[config.mk]
export PLATFORM = sky130hd
export DESIGN_NAME = sensor_poll_avg
export DESIGN_NICKNAME = d
export VERILOG_FILES = /design/src/rtl/sensor_poll_pkg.sv /design/src/rtl/avg_window.sv /design/src/rtl/sensor_poll_avg.sv
export SDC_FILE = /design/constraint.sdc
export NUM_CORES = 1
export LEC_CHECK = 0
export BUFFER_PORTS_ARGS = -buffer_cell sky130_fd_sc_hd__buf_2
export CORE_MARGIN = 2
export CORE_UTILIZATION = 40
export CTS_CLUSTER_DIAMETER = 30
export DETAILED_ROUTE_END_ITERATION = 10
export GPL_TIMING_DRIVEN = 0
export RECOVER_POWER = 100
export SYNTH_ARGS = -nofsm -noshare
export SYNTH_HDL_FRONTEND = slang
export SYNTH_SLANG_ARGS = --single-unit
[constraint.sdc]
create_clock -name clk_i -period 14.6 [get_ports clk_i]
set_input_delay 0.73 -clock clk_i [delete_from_list [all_inputs] [get_ports clk_i]]
set_output_delay 0.73 -clock clk_i [all_outputs]
set_load 0.005 [all_outputs]
[src/rtl/sensor_poll_pkg.sv]
// Shared types and constants for the sensor poll sequencer.
package sensor_poll_pkg;

    // Poll sequencer states.
    typedef enum logic [2:0] {
        IDLE    = 3'd0,
        START   = 3'd1,
        WAIT_HI = 3'd2,
        WAIT_LO = 3'd3,
        CAPTURE = 3'd4,
        UPDATE  = 3'd5
    } poll_state_e;

    // Word written to the peripheral alongside the start strobe.
    localparam logic [31:0] START_WORD = 32'h0000_0001;

    // Width of the saturating captured-sample counter.
    localparam int unsigned COUNT_W = 16;

endpackage

[src/rtl/avg_window.sv]
// Moving-average window: circular byte buffer, running sum and fill counter.
// avg_o only follows the sum once the window has been completely filled.
module avg_window #(
    parameter int unsigned AVG_LOG2 = 3
) (
    input  logic       clk_i,
    input  logic       reset_i,
    input  logic       push_i,
    input  logic [7:0] din_i,
    input  logic       clr_i,
    output logic [7:0] avg_o,
    output logic       full_o
);
    localparam int          DEPTH    = 1 << AVG_LOG2;
    localparam int unsigned SUM_W    = 8 + AVG_LOG2;
    localparam int unsigned FILL_W   = AVG_LOG2 + 1;
    localparam logic [FILL_W-1:0] FILL_MAX = FILL_W'(DEPTH);

    logic [7:0]          win_q [DEPTH];
    logic [AVG_LOG2-1:0] wr_ptr_q, wr_ptr_d;
    logic [SUM_W-1:0]    sum_q, sum_d;
    logic [FILL_W-1:0]   fill_q, fill_d;
    logic [7:0]          avg_q, avg_d;
    logic [7:0]          old_byte;

    // Next sum replaces the oldest slot; the sum width cannot overflow.
    always_comb begin
        old_byte = win_q[wr_ptr_q];
        sum_d    = sum_q - SUM_W'(old_byte) + SUM_W'(din_i);
        wr_ptr_d = wr_ptr_q + 1'b1;
        fill_d   = (fill_q == FILL_MAX) ? fill_q : fill_q + 1'b1;
        avg_d    = 8'(sum_d >> AVG_LOG2);
    end

    // Window state; clear takes priority over a coincident push.
    always_ff @(posedge clk_i or posedge reset_i) begin
        if (reset_i) begin
            for (int i = 0; i < DEPTH; i++) win_q[i] <= '0;
            wr_ptr_q <= '0;
            sum_q    <= '0;
            fill_q   <= '0;
            avg_q    <= '0;
        end else if (clr_i) begin
            for (int i = 0; i < DEPTH; i++) win_q[i] <= '0;
            wr_ptr_q <= '0;
            sum_q    <= '0;
            fill_q   <= '0;
            avg_q    <= '0;
        end else if (push_i) begin
            win_q[wr_ptr_q] <= din_i;
            wr_ptr_q        <= wr_ptr_d;
            sum_q           <= sum_d;
            fill_q          <= fill_d;
            if (fill_d == FILL_MAX) avg_q <= avg_d;
        end
    end

    assign avg_o  = avg_q;
    assign full_o = (fill_q == FILL_MAX);

endmodule

[src/rtl/sensor_poll_avg.sv]
// Periodic sensor poll sequencer feeding a moving-average filter.
//
//   state   | meaning
//   --------+-----------------------------------------------------
//   IDLE    | waiting for a period tick
//   START   | strobe start_o next cycle, load timeout counter
//   WAIT_HI | waiting for the peripheral busy flag to rise
//   WAIT_LO | waiting for the peripheral busy flag to fall
//   CAPTURE | latch sample_i into last_o and the staging byte
//   UPDATE  | push the staged byte into the window, bump count_o
module sensor_poll_avg
    import sensor_poll_pkg::*;
#(
    parameter int unsigned PERIOD_CYC  = 1_000_000,
    parameter int unsigned TIMEOUT_CYC = 10_000,
    parameter int unsigned AVG_LOG2    = 3
) (
    input  logic               clk_i,
    input  logic               reset_i,
    input  logic               enable_i,
    input  logic               clr_i,
    input  logic               busy_i,
    input  logic [7:0]         sample_i,
    output logic               start_o,
    output logic [31:0]        start_data_o,
    output logic [7:0]         last_o,
    output logic [7:0]         avg_o,
    output logic               avg_valid_o,
    output logic [COUNT_W-1:0] count_o,
    output logic               timeout_o,
    output logic               overrun_o
);
    localparam int unsigned      PER_W    = $clog2(PERIOD_CYC);
    localparam int unsigned      TO_W     = $clog2(TIMEOUT_CYC + 1);
    localparam logic [PER_W-1:0] PER_LOAD = PER_W'(PERIOD_CYC - 1);
    localparam logic [TO_W-1:0]  TO_LOAD  = TO_W'(TIMEOUT_CYC - 1);

    poll_state_e        state_q, state_d;
    logic [PER_W-1:0]   per_cnt_q, per_cnt_d;
    logic               tick_q, tick_d;
    logic [TO_W-1:0]    to_cnt_q, to_cnt_d;
    logic               start_q, start_d;
    logic [7:0]         last_q, last_d;
    logic [7:0]         cap_q, cap_d;
    logic [COUNT_W-1:0] count_q, count_d;
    logic               timeout_q, timeout_d;
    logic               overrun_q, overrun_d;
    logic               upd_q, upd_d;
    logic               capture, update, timeout_set, overrun_set;
    logic               win_full;

    // Period down-counter: parked at zero while disabled, so enabling ticks at once.
    always_comb begin
        per_cnt_d = per_cnt_q;
        tick_d    = 1'b0;
        if (!enable_i) begin
            per_cnt_d = '0;
        end else if (per_cnt_q == '0) begin
            tick_d    = 1'b1;
            per_cnt_d = PER_LOAD;
        end else begin
            per_cnt_d = per_cnt_q - 1'b1;
        end
    end

    // Sequencer next state; the timeout counter reloads at each busy edge it waits for.
    always_comb begin
        state_d     = state_q;
        to_cnt_d    = to_cnt_q;
        start_d     = 1'b0;
        capture     = 1'b0;
        update      = 1'b0;
        timeout_set = 1'b0;
        overrun_set = tick_q && (state_q != IDLE);
        case (state_q)
            IDLE: begin
                if (tick_q && enable_i) state_d = START;
            end
            START: begin
                start_d  = 1'b1;
                to_cnt_d = TO_LOAD;
                state_d  = WAIT_HI;
            end
            WAIT_HI: begin
                if (busy_i) begin
                    to_cnt_d = TO_LOAD;
                    state_d  = WAIT_LO;
                end else if (to_cnt_q == '0) begin
                    timeout_set = 1'b1;
                    state_d     = IDLE;
                end else begin
                    to_cnt_d = to_cnt_q - 1'b1;
                end
            end
            WAIT_LO: begin
                if (!busy_i) begin
                    state_d = CAPTURE;
                end else if (to_cnt_q == '0) begin
                    timeout_set = 1'b1;
                    state_d     = IDLE;
                end else begin
                    to_cnt_d = to_cnt_q - 1'b1;
                end
            end
            CAPTURE: begin
                capture = 1'b1;
                state_d = UPDATE;
            end
            UPDATE: begin
                update  = 1'b1;
                state_d = IDLE;
            end
            default: state_d = IDLE;
        endcase
    end

    // Result registers and sticky flags; clr_i overrides any same-cycle update.
    always_comb begin
        last_d    = last_q;
        cap_d     = cap_q;
        count_d   = count_q;
        timeout_d = timeout_q;
        overrun_d = overrun_q;
        upd_d     = 1'b0;
        if (capture) begin
            last_d = sample_i;
            cap_d  = sample_i;
        end
        if (update) begin
            upd_d = 1'b1;
            if (count_q != '1) count_d = count_q + 1'b1;
        end
        if (timeout_set) timeout_d = 1'b1;
        if (overrun_set) overrun_d = 1'b1;
        if (clr_i) begin
            last_d    = '0;
            count_d   = '0;
            timeout_d = 1'b0;
            overrun_d = 1'b0;
            upd_d     = 1'b0;
        end
    end

    // State register bank.
    always_ff @(posedge clk_i or posedge reset_i) begin
        if (reset_i) begin
            state_q   <= IDLE;
            per_cnt_q <= '0;
            tick_q    <= 1'b0;
            to_cnt_q  <= '0;
            start_q   <= 1'b0;
            last_q    <= '0;
            cap_q     <= '0;
            count_q   <= '0;
            timeout_q <= 1'b0;
            overrun_q <= 1'b0;
            upd_q     <= 1'b0;
        end else begin
            state_q   <= state_d;
            per_cnt_q <= per_cnt_d;
            tick_q    <= tick_d;
            to_cnt_q  <= to_cnt_d;
            start_q   <= start_d;
            last_q    <= last_d;
            cap_q     <= cap_d;
            count_q   <= count_d;
            timeout_q <= timeout_d;
            overrun_q <= overrun_d;
            upd_q     <= upd_d;
        end
    end

    avg_window #(
        .AVG_LOG2(AVG_LOG2)
    ) u_avg_window (
        .clk_i  (clk_i),
        .reset_i(reset_i),
        .push_i (update),
        .din_i  (cap_q),
        .clr_i  (clr_i),
        .avg_o  (avg_o),
        .full_o (win_full)
    );

    assign start_o      = start_q;
    assign start_data_o = START_WORD;
    assign last_o       = last_q;
    assign count_o      = count_q;
    assign timeout_o    = timeout_q;
    assign overrun_o    = overrun_q;
    assign avg_valid_o  = upd_q & win_full;

endmodule

Word level (Yosys, flattened, before mapping)
Cells that the tools add are included.
Widths: inputs -> output; s select.

operators by class
  add/subtract/negate cells = 7
  magnitude comparators = 2
  eq/ne operators = 10
  mux-type cells = 49
  bitwise logic cells = 2
  reductions and logical operators = 17

operator list
  kind                   number
  $mux 64                2
  $bwmux 64              1
  $mux 8                 8
  $mux 16                3
  $mux 14                3
  $pmux 14 s3            1
  $mux 20                2
  $bmux 8 s3             1
  $demux 8 s3            1
  $mux 11                2
  $logic_not 20->1       1
  $sub 20x1->20 const B  1
  $mux 3                 6
  $add 16x1->16 const B  1
  $ne 16x16->1 const B   1
  $pmux 3 s5             1
  $logic_not 14->1       1
  $mux 1                 14
  $sub 14x1->14 const B  1
  $mux 4                 3
  $reduce_bool 2->1      6
  $add 11x8->11          1
  $sub 11x8->11          1
  $eq 4x4->1 const B     2
  15 further kinds       23

word-level totals
  bits in registers = 164
  input bits = 13
  output and inout port bits = 68
  logic and storage cells = 110

Logic depth before layout (Yosys ltp)
Gate-level depths: netlist of the first run.

  word-level depth = 9
  mapped depth = 17
  depth with buffers taken out = 15

Modules after synthesis
A second synthesis of the first run with hierarchy kept.

second synthesis, totals
  cell total of the unflattened synthesis = 977
  area, all modules = 9,090.0 µm²

modules (own cells, without submodules)
  module           times used  cells each  area each (µm²)  seq. area each (µm²)
  avg_window       1           547         5,129.9          2,252.2
  sensor_poll_avg  1           430         3,960.0          1,851.8

Worst setup path before layout of the first run
No wires, ideal clock.

  kind = reg2reg
  start = register u_avg_window.wr_ptr_q[2]
  end = register u_avg_window.sum_q[10]
  setup time = 0.120 ns
  arrival = 3.784 ns
  data required time = 14.480 ns
  path slack = 10.696 ns
  stages on the path, launching flop included = 16
  buffers on the path = 1
  clock period less this slack = 3.904 ns
  path through = dfrtp_1 -> clkbuf_1 -> mux2_2 -> a221o_1 -> a22o_1 -> ha_1 -> inv_1 -> ha_1 -> inv_1 -> fa_1 -> nor2b_1 -> o31ai_1 -> a31o_2 -> a211oi_1 -> a21oi_1 -> a31o_2

between the ends
  longest elaborated chain between the ends = 8

RTL lines
  element                                    RTL line          text
  from (decl)                                avg_window.sv:20  logic [AVG_LOG2-1:0] wr_ptr_q, wr_ptr_d;
  from (signal assigned)                     avg_window.sv:51  wr_ptr_q <= wr_ptr_d;
  $not 3->4 (not written as such)            avg_window.sv:28  old_byte = win_q[wr_ptr_q];
  $bmux 8 s3                                 avg_window.sv:28
  $mux 8 (not written as such) (2 in a row)  avg_window.sv:28
  $sub 11x8->11                              avg_window.sv:29  sum_d = sum_q - SUM_W'(old_byte) + SUM_W'(din_i);
  $add 11x8->11                              avg_window.sv:29
  $mux 11                                    avg_window.sv:49  end else if (push_i) begin
  $mux 11                                    avg_window.sv:43  end else if (clr_i) begin
  to (signal assigned)                       avg_window.sv:52  sum_q <= sum_d;
  to (decl)                                  avg_window.sv:21  logic [SUM_W-1:0] sum_q, sum_d;

Every way passes these cells. The select of a mux whose other input is x is not followed.
A chain may end at the register's enable or synchronous reset.

==> results of run 1 <==
-- worst max-delay path by stage --
stage | slack [ns] | cells after the start | end | start
after global placement | 7.31 | 2 | u_avg_window.fill_q[2]$_DFFE_PP0P_ | reset_i
final | 6.79 | 3 | cap_q[5]$_DFFE_PP0P_ | reset_i
after floorplan | 9.44 | 1 | cap_q[0]$_DFFE_PP0P_ | reset_i
after global routing | 5.26 | 3 | u_avg_window.wr_ptr_q[0]$_DFFE_PP0P_ | reset_i
after CTS | 9.95 | 16 | u_avg_window.sum_q[10]$_DFFE_PP0P_ | u_avg_window.wr_ptr_q[2]$_DFFE_PP0P_
after detailed placement | 9.96 | 16 | u_avg_window.sum_q[10]$_DFFE_PP0P_ | u_avg_window.wr_ptr_q[2]$_DFFE_PP0P_
-- cell type report --
type	instances	area, sq um
Buffer	81	424
Clock buffer	19	453
Clock inverter	13	194
Fill cell	2121	11600
Inverter	46	174
Multi-Input combinational cell	647	4130
Sequential cell	164	4100
Tap cell	280	350
Timing Repair Buffer	49	219
-- power breakdown --
part | switching [mW] | total [mW] | internal, mW
Combinational | 0.349 | 0.560 | 0.211
Clock | 0.194 | 0.492 | 0.298
Sequential | 0.0314 | 0.536 | 0.504
-- metal layers --
| layer | wire length (um) | track usage, % | up-vias |
|---|---|---|---|
| li1 | - | - | 3247 |
| met1 | 9930 | 27.1 | 3276 |
| met2 | 9850 | 29.0 | 160 |
| met3 | 972 | 3.91 | 26 |
| met4 | 326 | 5.47 | 0 |
| met5 | 0 | 0 | - |
-- layout by cell type (no fill, tap or decap), drive strengths merged, types with 9 or more instances in the layout --
cell type,Yosys,routed
a21boi,9,9
o21ai,17,17
nor3,15,15
buf,37,62
nand3,43,43
mux4,12,12
nor4,9,9
conb,2,32
ha,18,18
nor2,113,113
xnor2,27,27
xor2,19,19
dfrtp,164,164
a21oi,62,62
inv,45,48
mux2i,42,42
clkbuf,44,87
nand2,106,106
-- registers in the layout, summed over array words and instances, names as in the netlist, 3 cells and up --
| name | cells |
|---|---|
| u_avg_window.sum_q | 11 |
| u_avg_window.avg_o | 8 |
| u_avg_window.win_q | 64 |
| count_o | 16 |
| last_o | 8 |
| cap_q | 8 |
| u_avg_window.wr_ptr_q | 3 |
| to_cnt_q | 14 |
| state_q | 3 |
| u_avg_window.fill_q | 4 |
| per_cnt_q | 20 |
-- through the flow --
step	hold slack, ns	setup slack, ns	util (%)	instance area (sq um)
2_1_floorplan	0.452	9.44	-	8870
3_3_place_gp	0.473	7.31	43.8	9460
3_5_place_dp	0.484	9.96	43.9	9490
4_1_cts	0.279	9.95	46.9	10100
5_1_grt	0.521	5.26	46.5	10000
6_report	0.488	6.79	46.5	10000
-- logic make-up (layout without fill, tap and decap cells) --
kind of cell / count (synthesis) / in the layout / share of synthesized area, %
and+or+nand+nor: 342 / 342 / 18.1
DFF: 164 / 164 / 46.9
AOI/OAI and AO/OA: 139 / 139 / 10.2
buffers and inverters: 127 / 208 / 6.87
muxes: 62 / 62 / 8.92
xor gates and xnor gates: 46 / 46 / 4.60
adders and majority gates: 26 / 26 / 4.40
other: 2 / 32 / 0.0858
==> reports/qor.txt, run 1 <==
Crit-path max FO: 122
First-pass GRT wire length: 35000 um
Setup TNS: 0 ns
# Post-CTS Setup Buffers: 0
Initial DRC Count: 373
Hpwl dp: 14400 um
Status: finished with violations
Detailed-router iteration count before antenna repair: 5
Ys flop type: dfrtp_1
Worst r2r dst: u_avg_window.sum_q[10]$_DFFE_PP0P_
Reg clk slew, reported paths: 0.07 ns
Tot Pwr: 1.59 mW
TritonCTS clock tree: done
Arr. time, crit path: 6.71 ns
Routed vias/inst: 5.16
Chip height: 152 um
# diodes: 0
CTS Hold Bufs: 0
Slew headroom: -342%
Row count: 54
Clock tree buffer depth: 2
Share of the synthesized area in the top cell type: 46.9%
# port buffers: 48
GRT Overall Usage: 18.9%
FMAX: 128 MHz
Fin. Hold Viols: 0
Max-slew violations: 176
FF-to-FF Start: u_avg_window.wr_ptr_q[2]$_DFFE_PP0P_
Syn Inst Count: 908
CORE AREA: 21600 sq um
H-Tree Depth: 4
Worst path required time: 13.51 ns
Max Cap Viol: 3
Final Setup Violations: 0
Number of distinct library cells after synthesis: 64
Syn-to-layout area delta: 14.8%
Post-CTS sizing: 0
Synth top cells by count: dfrtp_1, nor2_1, nand2_1
Vias in the first global route: 6504
Antenna Nets Post-Route: 0
WL per Instance: 16.2 um
CP max stage delay: 4.68 ns
Largest net degree at the start of global routing: 123
CTS root buf: clkbuf_16
RSZ-0062 raised after global routing: no
Clk sinks: 164
Ranking of synthesized cells by area: dfrtp_1, nor2_1, mux2i_1, nand2_1, a21oi_1
Failing checks: capacitance limit, slew limit
Leakage power: 4.46 nW
Worst skew pair latency: 0.43 ns
Setup CP Type: in2async
TritonCTS Buffers: 17
Total number of yosys warnings: 0
Detailed Route WL: 21100 um
Power density cells: 158 nW/um^2
DIE AREA: 23100 sq um
Minimum clock period: 7.81 ns
Placed Cells: 1267
FF+latch count, synth: 164
Cell chain of the critical path: buf_2 -> clkinvlp_2 -> clkbuf_1
Register area share after synthesis: 46.9%
# IOs: 81
Dominant cell type by area after synthesis: dfrtp_1
Hold Crit Depth: 1
Initial antenna violation count: 0
CP max-delay cell: clkbuf_1
Ratio of cells with drive above 1 in the final layout: 11.7%
Cells on worst reg2reg path: 16
Hold Startpoint: per_cnt_q[0]$_DFF_PP0_
Mapped Avg Cell Area: 9.64 sq um
Reg2Reg Setup Slack: 9.91 ns
Remaining DRCs: 0
WP buf/inv: 3
Final Cycle Share: 53.5%
Routability cong.: 0.835
Synth async-reset ratio: 100%
CP top delay family: buffers and inverters
Slew @ Worst Pin: 6.63 ns
Hold EP: per_cnt_q[0]$_DFF_PP0_
Vias: 6709
Fin nets: 1045
Post-Syn Area: 8760 sq um
Post-synth EDFFs: 0
Initial Utilization: 40.5%
Maximum VDD drop: 0.000109 V
Most common cell in the synthesized netlist: dfrtp_1
Min-delay worst type: reg2reg
GRT overflow: 0
Worst setup EP type: async pin
Die W: 152 um
Filler-free cell count of the finished design: 1299
CP Launch Type: input port
Skew final: 0.0127 ns
No activity file was read; power rests on OpenSTA's default activity.
==> run 2: changes to the inputs <==
==> constraint.sdc (replaced) <==
create_clock -name clk_i -period 7.6 [get_ports clk_i]
set_input_delay 0.38 -clock clk_i [delete_from_list [all_inputs] [get_ports clk_i]]
set_output_delay 0.38 -clock clk_i [all_outputs]
set_load 0.005 [all_outputs]
==> run 2 against run 1 <==
  * Clock skew fell by 0.0025 ns
  * Cell area rose by 0.11%
  * Largest cell class unchanged
  * Clock power rose by 92%
  * Total power rose by 92%
  * Worst setup slack got worse by 3.9 ns
  * Worst hold slack got worse by 0.30 ns
  * Cell count barely moved
  * Register-to-register slack got worse by 7.0 ns
  * Critical path depth rose by 1
  * Core utilization rose by 0.052 points
  * Critical endpoint unchanged
  * Sequential power rose by 92%
  * Flip-flop and latch count did not move
  * The flow still finishes with violations (capacitance limit, slew limit)
==> reports/qor.txt, run 2 (synthesis results as in run 1) <==
Gate power share: 35.4%
Routability cong.: 0.835
Max reg flops: 64
Commonest non-fill, non-tap cells in the layout: dfrtp_1, nor2_1, nand2_1, clkbuf_1, a21oi_1
Post-CTS sizing: 0
Worst setup EP type: async pin
Cells on worst reg2reg path: 16
Multi-input logic area: 4130 sq um
Ratio of cells with drive above 1 in the final layout: 11.8%
Hpwl dp: 14400 um
Reg clk slew, reported paths: 0.07 ns
Arr. time, crit path: 4.57 ns
Maximum VDD drop: 0.000215 V
FF-to-FF Start: u_avg_window.wr_ptr_q[2]$_DFFE_PP0P_
Antenna Nets Post-Route: 0
Power density cells: 303 nW/um^2
Initial Utilization: 40.5%
CTS root buf: clkbuf_16
CP Launch Type: input port
# diodes: 0
Detailed Route WL: 21100 um
CP max-delay cell: clkbuf_2
Setup crit end: cap_q[5]$_DFFE_PP0P_
FMAX: 212 MHz
Crit-path max FO: 122
Initial DRC Count: 371
Setup TNS: 0 ns
Clk sinks: 164
# Post-CTS Setup Buffers: 0
Vias in the first global route: 6504
Max Cap Viol: 3
TritonCTS clock tree: done
P_sw: 1.11 mW
Slew @ Worst Pin: 3.08 ns
Worst skew pair latency: 0.43 ns
Fill cell count: 2119
Final Cycle Share: 62.1%
CP max stage delay: 2.33 ns
Cell chain of the critical path: dlygate4sd3_1 -> buf_2 -> clkinvlp_2 -> clkbuf_2
GRT overflow: 0
Die W: 152 um
TritonCTS Buffers: 17
Minimum clock period: 4.72 ns
WL per Instance: 16.2 um
Clock tree buffer depth: 2
Vias: 6657
Failing checks: capacitance limit, slew limit
First-pass GRT wire length: 35000 um
DIE AREA: 23100 sq um
Setup CP Type: in2async
Clock Power Share: 30.9%
Max-slew violations: 176
Syn-to-layout area delta: 14.9%
Leakage power: 4.47 nW
Largest net degree at the start of global routing: 123
Status: finished with violations
Initial antenna violation count: 0
# IOs: 81
RSZ-0062 raised after global routing: no
Crit path from: reset_i
Reg with most FFs: u_avg_window.win_q
Final Setup Violations: 0
Reg area: 4100 sq um
Worst path required time: 7.45 ns
Sw Share: 36.2%
Final hold slack: 0.183 ns
Final Util: 46.5%
Min-delay worst type: in2reg
Most common cell after layout, fill and taps aside: dfrtp_1
GRT Overall Usage: 18.9%
Routed vias/inst: 5.12
Skew final: 0.0102 ns
Fin nets: 1046
Row count: 54
Filler-free cell count of the finished design: 1300
Internal Power: 1.95 mW
Slew headroom: -105%
Detailed-router iteration count before antenna repair: 5
Flop pwr share: 33.7%
# port buffers: 48
CORE AREA: 21600 sq um
Remaining DRCs: 0
Chip height: 152 um
Tot Pwr: 3.05 mW
Placed Cells: 1267
H-Tree Depth: 4
Fin. Hold Viols: 0
Reg2Reg Setup Slack: 2.92 ns
Worst r2r dst: u_avg_window.sum_q[10]$_DFFE_PP0P_
-- run 2: cell count changes in the layout (fill, tap and decap cells not counted) --
cell | previous run | this run
clkbuf_2 | 0 | 1
dlygate4sd3_1 | 0 | 1
clkbuf_1 | 68 | 67
-- run 2: cell type report --
class	instances	share of cell area [%]
clock inverters	13	1.93
well taps	280	3.48
plain buffers	81	4.22
multi-input cells	647	41.1
repair buffers	50	2.29
flip-flops and latches	164	40.8
inverters	46	1.73
clock buffers	19	4.50
-- run 2: critical path: cells and delay by family --
kind | cells | cell delay [ns]
buf+inv | 4 | 4.08
-- run 2: metrics by stage --
stage                     setup slack, ns  cell area, sq um
after global placement              0.663              9460
after global routing                 2.04             10100
after detailed placement             2.96              9490
after floorplan                      2.79              8870
after CTS                            2.95             10200
final                                2.88             10100
-- run 2: per-layer routing --
metal | track usage (%) | vias up | wire length (um)
li1 | - | 3245 | -
met1 | 27.1 | 3244 | 10000
met2 | 29.0 | 146 | 9810
met3 | 3.91 | 22 | 913
met4 | 5.47 | 0 | 322
met5 | 0 | - | 0
-- run 2: repair_timing --
action | in CTS | in global routing
hold buffers | 1 | 0
endpoints found under the setup margin | 0 | 0
endpoints found under the hold margin | 42 | 0
-- run 2: worst min-delay path by stage --
stage,from,end,slack [ns],depth (start not counted)
finish,sample_i[1],cap_q[1]$_DFFE_PP0P_,0.18,3
detailed placement,reset_i,per_cnt_q[5]$_DFF_PP0_,0.39,2
global route,sample_i[1],cap_q[1]$_DFFE_PP0P_,0.19,3
global placement,per_cnt_q[0]$_DFF_PP0_,per_cnt_q[0]$_DFF_PP0_,0.47,1
CTS,sample_i[2],cap_q[2]$_DFFE_PP0P_,0.18,3
floorplan,per_cnt_q[0]$_DFF_PP0_,per_cnt_q[0]$_DFF_PP0_,0.45,1
-- run 2: power by group through the flow --
stage | combinational (mW) | sequential [mW] | clock (mW)
6_report | 1.08 | 1.03 | 0.944
2_1_floorplan | 0.833 | 1.03 | 0
3_3_place_gp | 1.07 | 1.04 | 0
3_5_place_dp | 1.08 | 1.05 | 0
4_1_cts | 1.09 | 1.03 | 0.963
5_1_grt | 1.22 | 1.04 | 0.998
